### config.mk
export PLATFORM = sky130hd
export DESIGN_NAME = fifo_rr_arbiter_flat
export DESIGN_NICKNAME = d
export VERILOG_FILES = /design/src/rtl/fifo_rr_arbiter_if.sv /design/src/rtl/fifo_rr_arbiter.sv /design/src/flat_wrapper.sv
export SDC_FILE = /design/constraint.sdc
export NUM_CORES = 1
export LEC_CHECK = 0
export CORE_MARGIN = 5
export CORE_UTILIZATION = 25
export DETAILED_ROUTE_END_ITERATION = 8
export PLACE_DENSITY = 0.51
export SLEW_MARGIN = 20
export SYNTH_ARGS = -nofsm -noshare
export SYNTH_HDL_FRONTEND = slang
export SYNTH_SLANG_ARGS = --single-unit
### constraint.sdc
create_clock -name clk -period 3.4 [get_ports clk]
set_input_delay 1.02 -clock clk [delete_from_list [all_inputs] [get_ports clk]]
set_output_delay 1.02 -clock clk [all_outputs]
set_load 0.05 [all_outputs]
### src/rtl/fifo_rr_arbiter_if.sv
`default_nettype none
// ============================================================================
// Module   : fifo_rr_arbiter_if
// Purpose  : Handshake bundle between the round-robin arbiter, the input FIFO
//            bank (empty/data/pop) and the output FIFO bank (alm_full/push).
// Revision : 1.0 - initial release
// ============================================================================
interface fifo_rr_arbiter_if #(
   parameter int DATA_W = 10,
   parameter int CNT_W  = 8
);
   logic                  enb;
   logic [3:0]            in_empty;
   logic [4*DATA_W-1:0]   in_data;
   logic [3:0]            out_alm_full;
   logic [3:0]            pop;
   logic [3:0]            push;
   logic [DATA_W-1:0]     data_out;
   logic [4*CNT_W-1:0]    push_cnt;
   logic                  idle;

   // Arbiter side
   modport master (
      input  enb, in_empty, in_data, out_alm_full,
      output pop, push, data_out, push_cnt, idle
   );

   // FIFO banks / controller side
   modport slave (
      output enb, in_empty, in_data, out_alm_full,
      input  pop, push, data_out, push_cnt, idle
   );
endinterface
`default_nettype wire

### src/rtl/fifo_rr_arbiter.sv
`default_nettype none
// ============================================================================
// Module   : fifo_rr_arbiter
// Purpose  : Round-robin drain of four input FIFOs, routing each word to one of
//            four output FIFOs selected by the word's two MSBs.
// Revision : 1.0 - initial release
// ============================================================================
module fifo_rr_arbiter #(
   parameter int DATA_W = 10,
   parameter int CNT_W  = 8
) (
   input  wire logic              clk,
   input  wire logic              rst,
   fifo_rr_arbiter_if.master      bus
);

   localparam int c_NUM = 4;

   typedef enum logic [0:0] {
      S_IDLE   = 1'b0,
      S_ACTIVE = 1'b1
   } state_t;

   state_t              r_state;
   logic [1:0]          r_rr_ptr;
   logic                r_pend_vld;
   logic [1:0]          r_pend_src;
   logic [CNT_W-1:0]    r_cnt [c_NUM];

   logic [DATA_W-1:0]   w_word [c_NUM];
   logic                w_can_grant;
   logic                w_gnt_vld;
   logic [1:0]          w_gnt_idx;
   logic [1:0]          w_scan;
   logic                w_route_vld;
   logic [DATA_W-1:0]   w_route_word;
   logic [1:0]          w_dest;

   genvar gi;
   generate
      for (gi = 0; gi < c_NUM; gi++) begin : g_lane
         assign w_word[gi] = bus.in_data[gi*DATA_W +: DATA_W];
         assign bus.push_cnt[gi*CNT_W +: CNT_W] = r_cnt[gi];
      end
   endgenerate

   // Scan from the farthest offset down so the first non-empty FIFO at or
   // after rr_ptr is the one left selected.
   always_comb begin
      w_can_grant = (r_state == S_ACTIVE) && !rst &&
                    !(&bus.in_empty) && !(|bus.out_alm_full);
      w_gnt_vld   = 1'b0;
      w_gnt_idx   = r_rr_ptr;
      w_scan      = 2'd0;
      for (int k = c_NUM - 1; k >= 0; k--) begin
         w_scan = r_rr_ptr + 2'(k);
         if (!bus.in_empty[w_scan]) begin
            w_gnt_vld = w_can_grant;
            w_gnt_idx = w_scan;
         end
      end
   end

   assign bus.pop = w_gnt_vld ? (4'b0001 << w_gnt_idx) : 4'b0000;

   // The popped word appears on the FIFO's registered output one cycle later.
   assign w_route_word = w_word[r_pend_src];
   assign w_dest       = w_route_word[DATA_W-1 -: 2];
   assign w_route_vld  = r_pend_vld && !rst;

   assign bus.push     = w_route_vld ? (4'b0001 << w_dest) : 4'b0000;
   assign bus.data_out = w_route_vld ? w_route_word : '0;
   assign bus.idle     = (r_state == S_IDLE) && !r_pend_vld && (&bus.in_empty);

   always_ff @(posedge clk) begin
      if (rst) begin
         r_state    <= S_IDLE;
         r_rr_ptr   <= 2'd0;
         r_pend_vld <= 1'b0;
         r_pend_src <= 2'd0;
         for (int j = 0; j < c_NUM; j++) begin
            r_cnt[j] <= '0;
         end
      end else begin
         case (r_state)
            S_IDLE:   if (bus.enb)  r_state <= S_ACTIVE;
            S_ACTIVE: if (!bus.enb) r_state <= S_IDLE;
            default:  r_state <= S_IDLE;
         endcase

         r_pend_vld <= w_gnt_vld;
         if (w_gnt_vld) begin
            r_rr_ptr   <= w_gnt_idx + 2'd1;
            r_pend_src <= w_gnt_idx;
         end

         if (w_route_vld) begin
            r_cnt[w_dest] <= r_cnt[w_dest] + 1'b1;
         end
      end
   end

endmodule
`default_nettype wire
### src/flat_wrapper.sv
// flat-port wrapper written by rule: the top's interface ports become plain ports
module fifo_rr_arbiter_flat 
#(
   parameter int DATA_W = 10,
   parameter int CNT_W  = 8
)
  (clk, rst, bus_enb, bus_in_empty, bus_in_data, bus_out_alm_full, bus_pop, bus_push, bus_data_out, bus_push_cnt, bus_idle);
  fifo_rr_arbiter_if #(.DATA_W(DATA_W), .CNT_W(CNT_W)) bus_i ();
  input  wire logic clk;
  input  wire logic rst;
  input wire logic [$bits(bus_i.enb)-1:0] bus_enb;
  input wire logic [$bits(bus_i.in_empty)-1:0] bus_in_empty;
  input wire logic [$bits(bus_i.in_data)-1:0] bus_in_data;
  input wire logic [$bits(bus_i.out_alm_full)-1:0] bus_out_alm_full;
  output wire logic [$bits(bus_i.pop)-1:0] bus_pop;
  output wire logic [$bits(bus_i.push)-1:0] bus_push;
  output wire logic [$bits(bus_i.data_out)-1:0] bus_data_out;
  output wire logic [$bits(bus_i.push_cnt)-1:0] bus_push_cnt;
  output wire logic [$bits(bus_i.idle)-1:0] bus_idle;
  assign bus_i.enb = bus_enb;
  assign bus_i.in_empty = bus_in_empty;
  assign bus_i.in_data = bus_in_data;
  assign bus_i.out_alm_full = bus_out_alm_full;
  assign bus_pop = bus_i.pop;
  assign bus_push = bus_i.push;
  assign bus_data_out = bus_i.data_out;
  assign bus_push_cnt = bus_i.push_cnt;
  assign bus_idle = bus_i.idle;
  fifo_rr_arbiter #(.DATA_W(DATA_W), .CNT_W(CNT_W)) u_core (.clk(clk), .rst(rst), .bus(bus_i));
endmodule
Word level (Yosys, flattened, before mapping) --
Memories as Yosys holds them, arrays and structs flattened. Cells that the tools add are included.
Cells by class: add/subtract/negate cells 5, magnitude comparators 5, shifts and indexed selects 2, mux-type cells 31, bitwise logic cells 2, reduce and logical (&&, ||, !) cells 13
Operator list (count):
- 10-bit 2-to-1 mux | 3
- 10-bit binary-select mux with 2-bit select | 1
- 1-bit 2-to-1 mux | 15
- 2-bit by 3-bit < comparator with 1-bit output (second input constant) | 4
- 2-bit 2-to-1 mux | 5
- 8-bit by 1-bit adder with 8-bit output (second input constant) | 1
- 1-bit binary-select mux with 2-bit select | 4
- 4-bit 2-to-1 mux | 2
- 8-bit 2-to-1 mux | 1
- 8-bit OR reduction | 1
- 1-bit by 2-bit left shift with 4-bit output (first input constant) | 2
- 1-bit logical AND | 6
- 2-bit by 1-bit adder with 2-bit output (second input constant) | 2
- 2-bit adder (second input constant) | 2
- 1-bit logical NOT | 4
- 4-bit AND reduction | 1
- 4-bit OR reduction | 1
- 3-bit greater-or-equal comparator (second input constant) | 1
- 2-bit NOT with 3-bit output | 1
- 1-bit NOT | 1
Word-level totals: flip-flop bits (word level) 6, memory bits (writable) 32, input port bits 51, word-level logic and storage cells 63, memories kept 1
Memory list:
- u_core.r_cnt | words 4, bits a word 8, rd ports 5, clocked after Yosys merged registers in 0, write ports 4, line fifo_rr_arbiter.sv:28 | logic [CNT_W-1:0] r_cnt [c_NUM];

Logic depth before layout (Yosys ltp) --
Gate-level depths: netlist of run 1.
word-level depth 9, depth in mapped cells 9

Least setup slack after synthesis of run 1 --
Ideal clock, no wire load.
path type input-to-output, start point in bus_in_data[38], end point out bus_push[0], arrival 2674 ps, slack -294 ps, stages on the path 6, buffers on the path 3, cell sequence mux4_2 > buf_6 > buf_6 > or3_1 > clkbuf_2 > inv_1
Between the ends: word-level cells in the longest chain between the ends 5
Ends and longest elaborated chain:
- start: declaration | line flat_wrapper.sv:13 | input wire logic [$bits(bus_i.in_data)-1:0] bus_in_data;
- 10-bit binary-select mux with 2-bit select | line fifo_rr_arbiter.sv:67 | assign w_route_word = w_word[r_pend_src];
- 10-bit 2-to-1 mux (implied by the code) (2 in series) | line fifo_rr_arbiter.sv:67
- 1-bit by 2-bit left shift with 4-bit output | line fifo_rr_arbiter.sv:71 | assign bus.push = w_route_vld ? (4'b0001 << w_dest) : 4'b0000;
- 4-bit 2-to-1 mux | line fifo_rr_arbiter.sv:71
- end: declaration | line flat_wrapper.sv:16 | output wire logic [$bits(bus_i.push)-1:0] bus_push;
No other way between the ends. The select of a mux whose other input is x is not followed.

Worst setup path in the final report of run 1 --
start point in bus_in_data[29], end point out bus_push[0]
Same word-level chain as after synthesis.

==> results.md, run 1 <==
- Share of layout cells above drive strength 1: 39.30%
- Clk slew on worst S/H paths: 0.07 ns
- Slowest cell on the critical path: mux4_2
- Setup_tns: 0 ns
- Fin. max-slew vios: 0
- Internal reg-to-reg setup slack: 0.49 ns
- Grt total ovfl: 0
- Switching power: 0.0003035 W
- Final period utilization: 98.51%
- Post-Syn Area: 2447 um2
- Total CTS buffers: 5
- Critical path type: in2out
- Via count: 2244
- # clock sinks: 38
- Reg2reg path depth: 20
- Number of global-route vias before repair: 2340
- Drt total wl: 8.002 mm
- Peak VDD IR: 0.0001459 V
- Leak Pwr: 1.776 nW
- Cell taking the most area after synthesis: edfxtp_1
- # hold bufs at CTS: 0
- Core Region: 9639 um2
- Clk buf depth: 2
- Final worst setup slack: 0.05059 ns
- Placed cells: 474
- Worst EP required: 2.38 ns
- Post-Route Skew: 0.01117 ns
- Synth area leaders: edfxtp_1, mux4_1, mux2i_1, dfxtp_1, mux4_2
- Final setup vio count: 0
- Worst Path Buf+Inv: 3
- Detail-routed via count per cell: 4.470
- Crit-path leading delay family: multiplexers
- HP Start: u_core.r_rr_ptr[1]
- Hold Path Cell Cnt: 2
- Syn-to-layout area delta: 78.22%
- Critical Path AT: 2.33 ns
- Cell Count, Final, Fillers Out: 502
- # rows: 36
- Min Tclk post-route: 3.349 ns
- Drt wl/cell: 15.94 um
- I/O Pins: 102
- H-tree level count: 2
- Fmax: 298.6 MHz
- Count of port buffers added during placement: 101
- Final ANT Viol Nets: 0
- Initial antenna violation count: 0
- Layout Utilization: 45.25%
- Syn Inst Count: 206
- Clock share of power: 26.3%
- Sw frac: 27.32%
- Slew HR: 63.81%
- Max_cap viols: 0
- Register bit total from synthesis: 38
- Top FF cell, synth: edfxtp_1
- Ys async rst share: 0%
- Starting DRT DRC Count: 91
- First-pass GRT wire length: 12.06 mm
- Post-synthesis sequential area ratio: 44.17%
- CTS root buf: clkbuf_8
- Crit-path max cell delay: 0.54 ns
- Area share of the largest cell type after synthesis: 39.26%
- Final HPWL DP: 6.316 mm
- Critical Path Start Type: input pin
- Ys Warns: 0
- Total power: 0.001111 W
- Crit path cell chain: buf_2 > mux4_2 > or3_4 > clkinvlp_4 > buf_12
- Post-Syn Nets: 262
- Setup WS pre-CTS: -0.4326 ns
- Nets: 425
- Most frequent cells in the layout: clkdlybuf4s50_1, buf_4, edfxtp_1
- EDFF count, synth: 32
- Remaining DRCs: 0
- Gate power share: 26.4%
- Post-Syn Area per Cell: 11.88 um2
- DR pass1 iterations: 4
- Worst slew pin tran: 0.5412 ns
- Reg power frac: 47.3%
- DIE AREA: 11870 um2
- Die height: 108.9 um
- Final Hold Fails: 0
- Status: finished, final reports clean
- Power per cell area: 254.7 nW/um2
- CP Capture Type: output pin
- Clk_lat worst skew: 0.29 ns
- GP Congestion: 0.8180
- Diodes inserted: 0
- Synth unique cells: 40
- Largest net degree at the start of global routing: 14
- Initial Utilization: 25.39%
- CP max FO: 5
- Total GRT Usage: 13.38%
- Worst reg2reg endpoint: u_core.r_pend_src[1]
- Internal cell power: 0.0008073 W
- Commonest non-fill, non-tap cell in the layout: clkdlybuf4s50_1
- HP Class: reg2reg
- CTS tree: done
- Hold Crit Endpoint: u_core.r_rr_ptr[1]
- Die W: 108.9 um
- R2r startpoint: u_core.r_rr_ptr[1]
per-layer routing:
metal	GRT usage [%]	part of all wire [%]	up-vias
li1	-	-	1100
met1	15.48	40	1091
met2	24.91	55	45
met3	2.546	4.1	8
met4	3.787	1.5	0
met5	0	0	-
how the worst max path moves through the flow:
| stage | from | end | slack (ns) | cells past startpoint |
|---|---|---|---|---|
| floorplan | bus_in_data[38] | bus_push[0] | -0.14 | 6 |
| global placement | bus_in_empty[1] | bus_pop[3] | -0.40 | 8 |
| detailed placement | bus_in_empty[1] | bus_pop[2] | -0.43 | 8 |
| CTS | bus_in_data[38] | bus_push[0] | 0.003 | 5 |
| global route | bus_in_empty[0] | u_core.r_pend_src[1] | -0.02 | 22 |
| finish | bus_in_data[29] | bus_push[0] | 0.05 | 5 |
cell usage after synthesis, types with 2 or more instances:
master / count
mux4_1: 7
or4_1: 8
clkbuf_1: 5
mux2i_2: 3
nand2b_1: 6
mux4_2: 5
dfxtp_1: 6
xor2_1: 3
inv_1: 10
o21ai_0: 3
nand4_1: 2
and2_1: 13
or2_1: 2
o211ai_1: 8
buf_6: 5
nor2b_1: 3
edfxtp_1: 32
nand2_1: 12
mux2i_4: 3
a21oi_1: 6
mux2i_1: 15
ha_1: 5
nor2_1: 23
nand3_1: 5
stage by stage:
stage	hold WS, ns	instance area (um2)
floorplan	0.5150	2479
global placement	0.5378	4061
detailed placement	0.5415	4061
CTS	0.5643	4314
finish	0.6301	4362
global route	0.6825	4362
worst register-to-register path, cell delays in order, from the launching register on:
cell       delay, ns
dfxtp_1         0.47
or3b_4          0.20
o2111ai_4       0.10
o21ai_2         0.10
inv_2           0.06
buf_4           0.13
buf_4           0.12
buf_4           0.12
buf_4           0.12
buf_4           0.12
buf_4           0.12
buf_4           0.12
buf_4           0.12
buf_4           0.12
buf_4           0.13
buf_4           0.13
buf_4           0.12
buf_4           0.12
buf_4           0.12
mux2i_1         0.13
nor2_1          0.07
registers in the layout, indices dropped and copies added, names as in the netlist:
register	count
u_core.r_state	1
u_core.r_cnt	32
u_core.r_rr_ptr	2
u_core.r_pend_src	2
u_core.r_pend_vld	1
cells by family after synthesis:
logic type,after synthesis,synth area share (%)
xor gates and xnor gates,3,1.074
AOI/OAI and AO/OA,21,5.573
DFF,38,44.17
adders and majority gates,5,2.556
muxes,33,22.70
and+or+nand+nor,84,18.92
buffers and inverters,22,5.010
power groups by stage:
stage,Combinational (W),Sequential (W),Clock [W]
floorplan,0.0000853,0.000582,0
global placement,0.000266,0.000536,0
detailed placement,0.000271,0.000536,0
CTS,0.000289,0.000525,0.000302
global route,0.000311,0.000527,0.000321
finish,0.000293,0.000525,0.000292
repair_timing:
action	in CTS	in global routing
gates resized for setup	46	25
buffers inserted	18	3
pin swaps	4	11
endpoints found under the setup margin	10	11
final cells by class:
cell class	instances	area [um2]
inverters	10	48.80
flip-flops and latches	38	1081
repair buffers	168	1653
clock inverters	2	10.01
multi-input cells	146	1334
fillers	957	5278
clock buffers	5	68.82
well taps	133	166.4
Note: power is estimated with default switching activity, not from simulation.
==> inputs of run 2 (changes only) <==
--- a/config.mk
+++ b/config.mk
@@ -5,6 +5,7 @@
 export SDC_FILE = /design/constraint.sdc
 export NUM_CORES = 1
 export LEC_CHECK = 0
+export ABC_CLOCK_PERIOD_IN_PS = 3400
 export CORE_MARGIN = 5
 export CORE_UTILIZATION = 25
 export DETAILED_ROUTE_END_ITERATION = 8
==> results of run 2 <==
No change in the layout: final DEF, timing and power equal those of run 1.
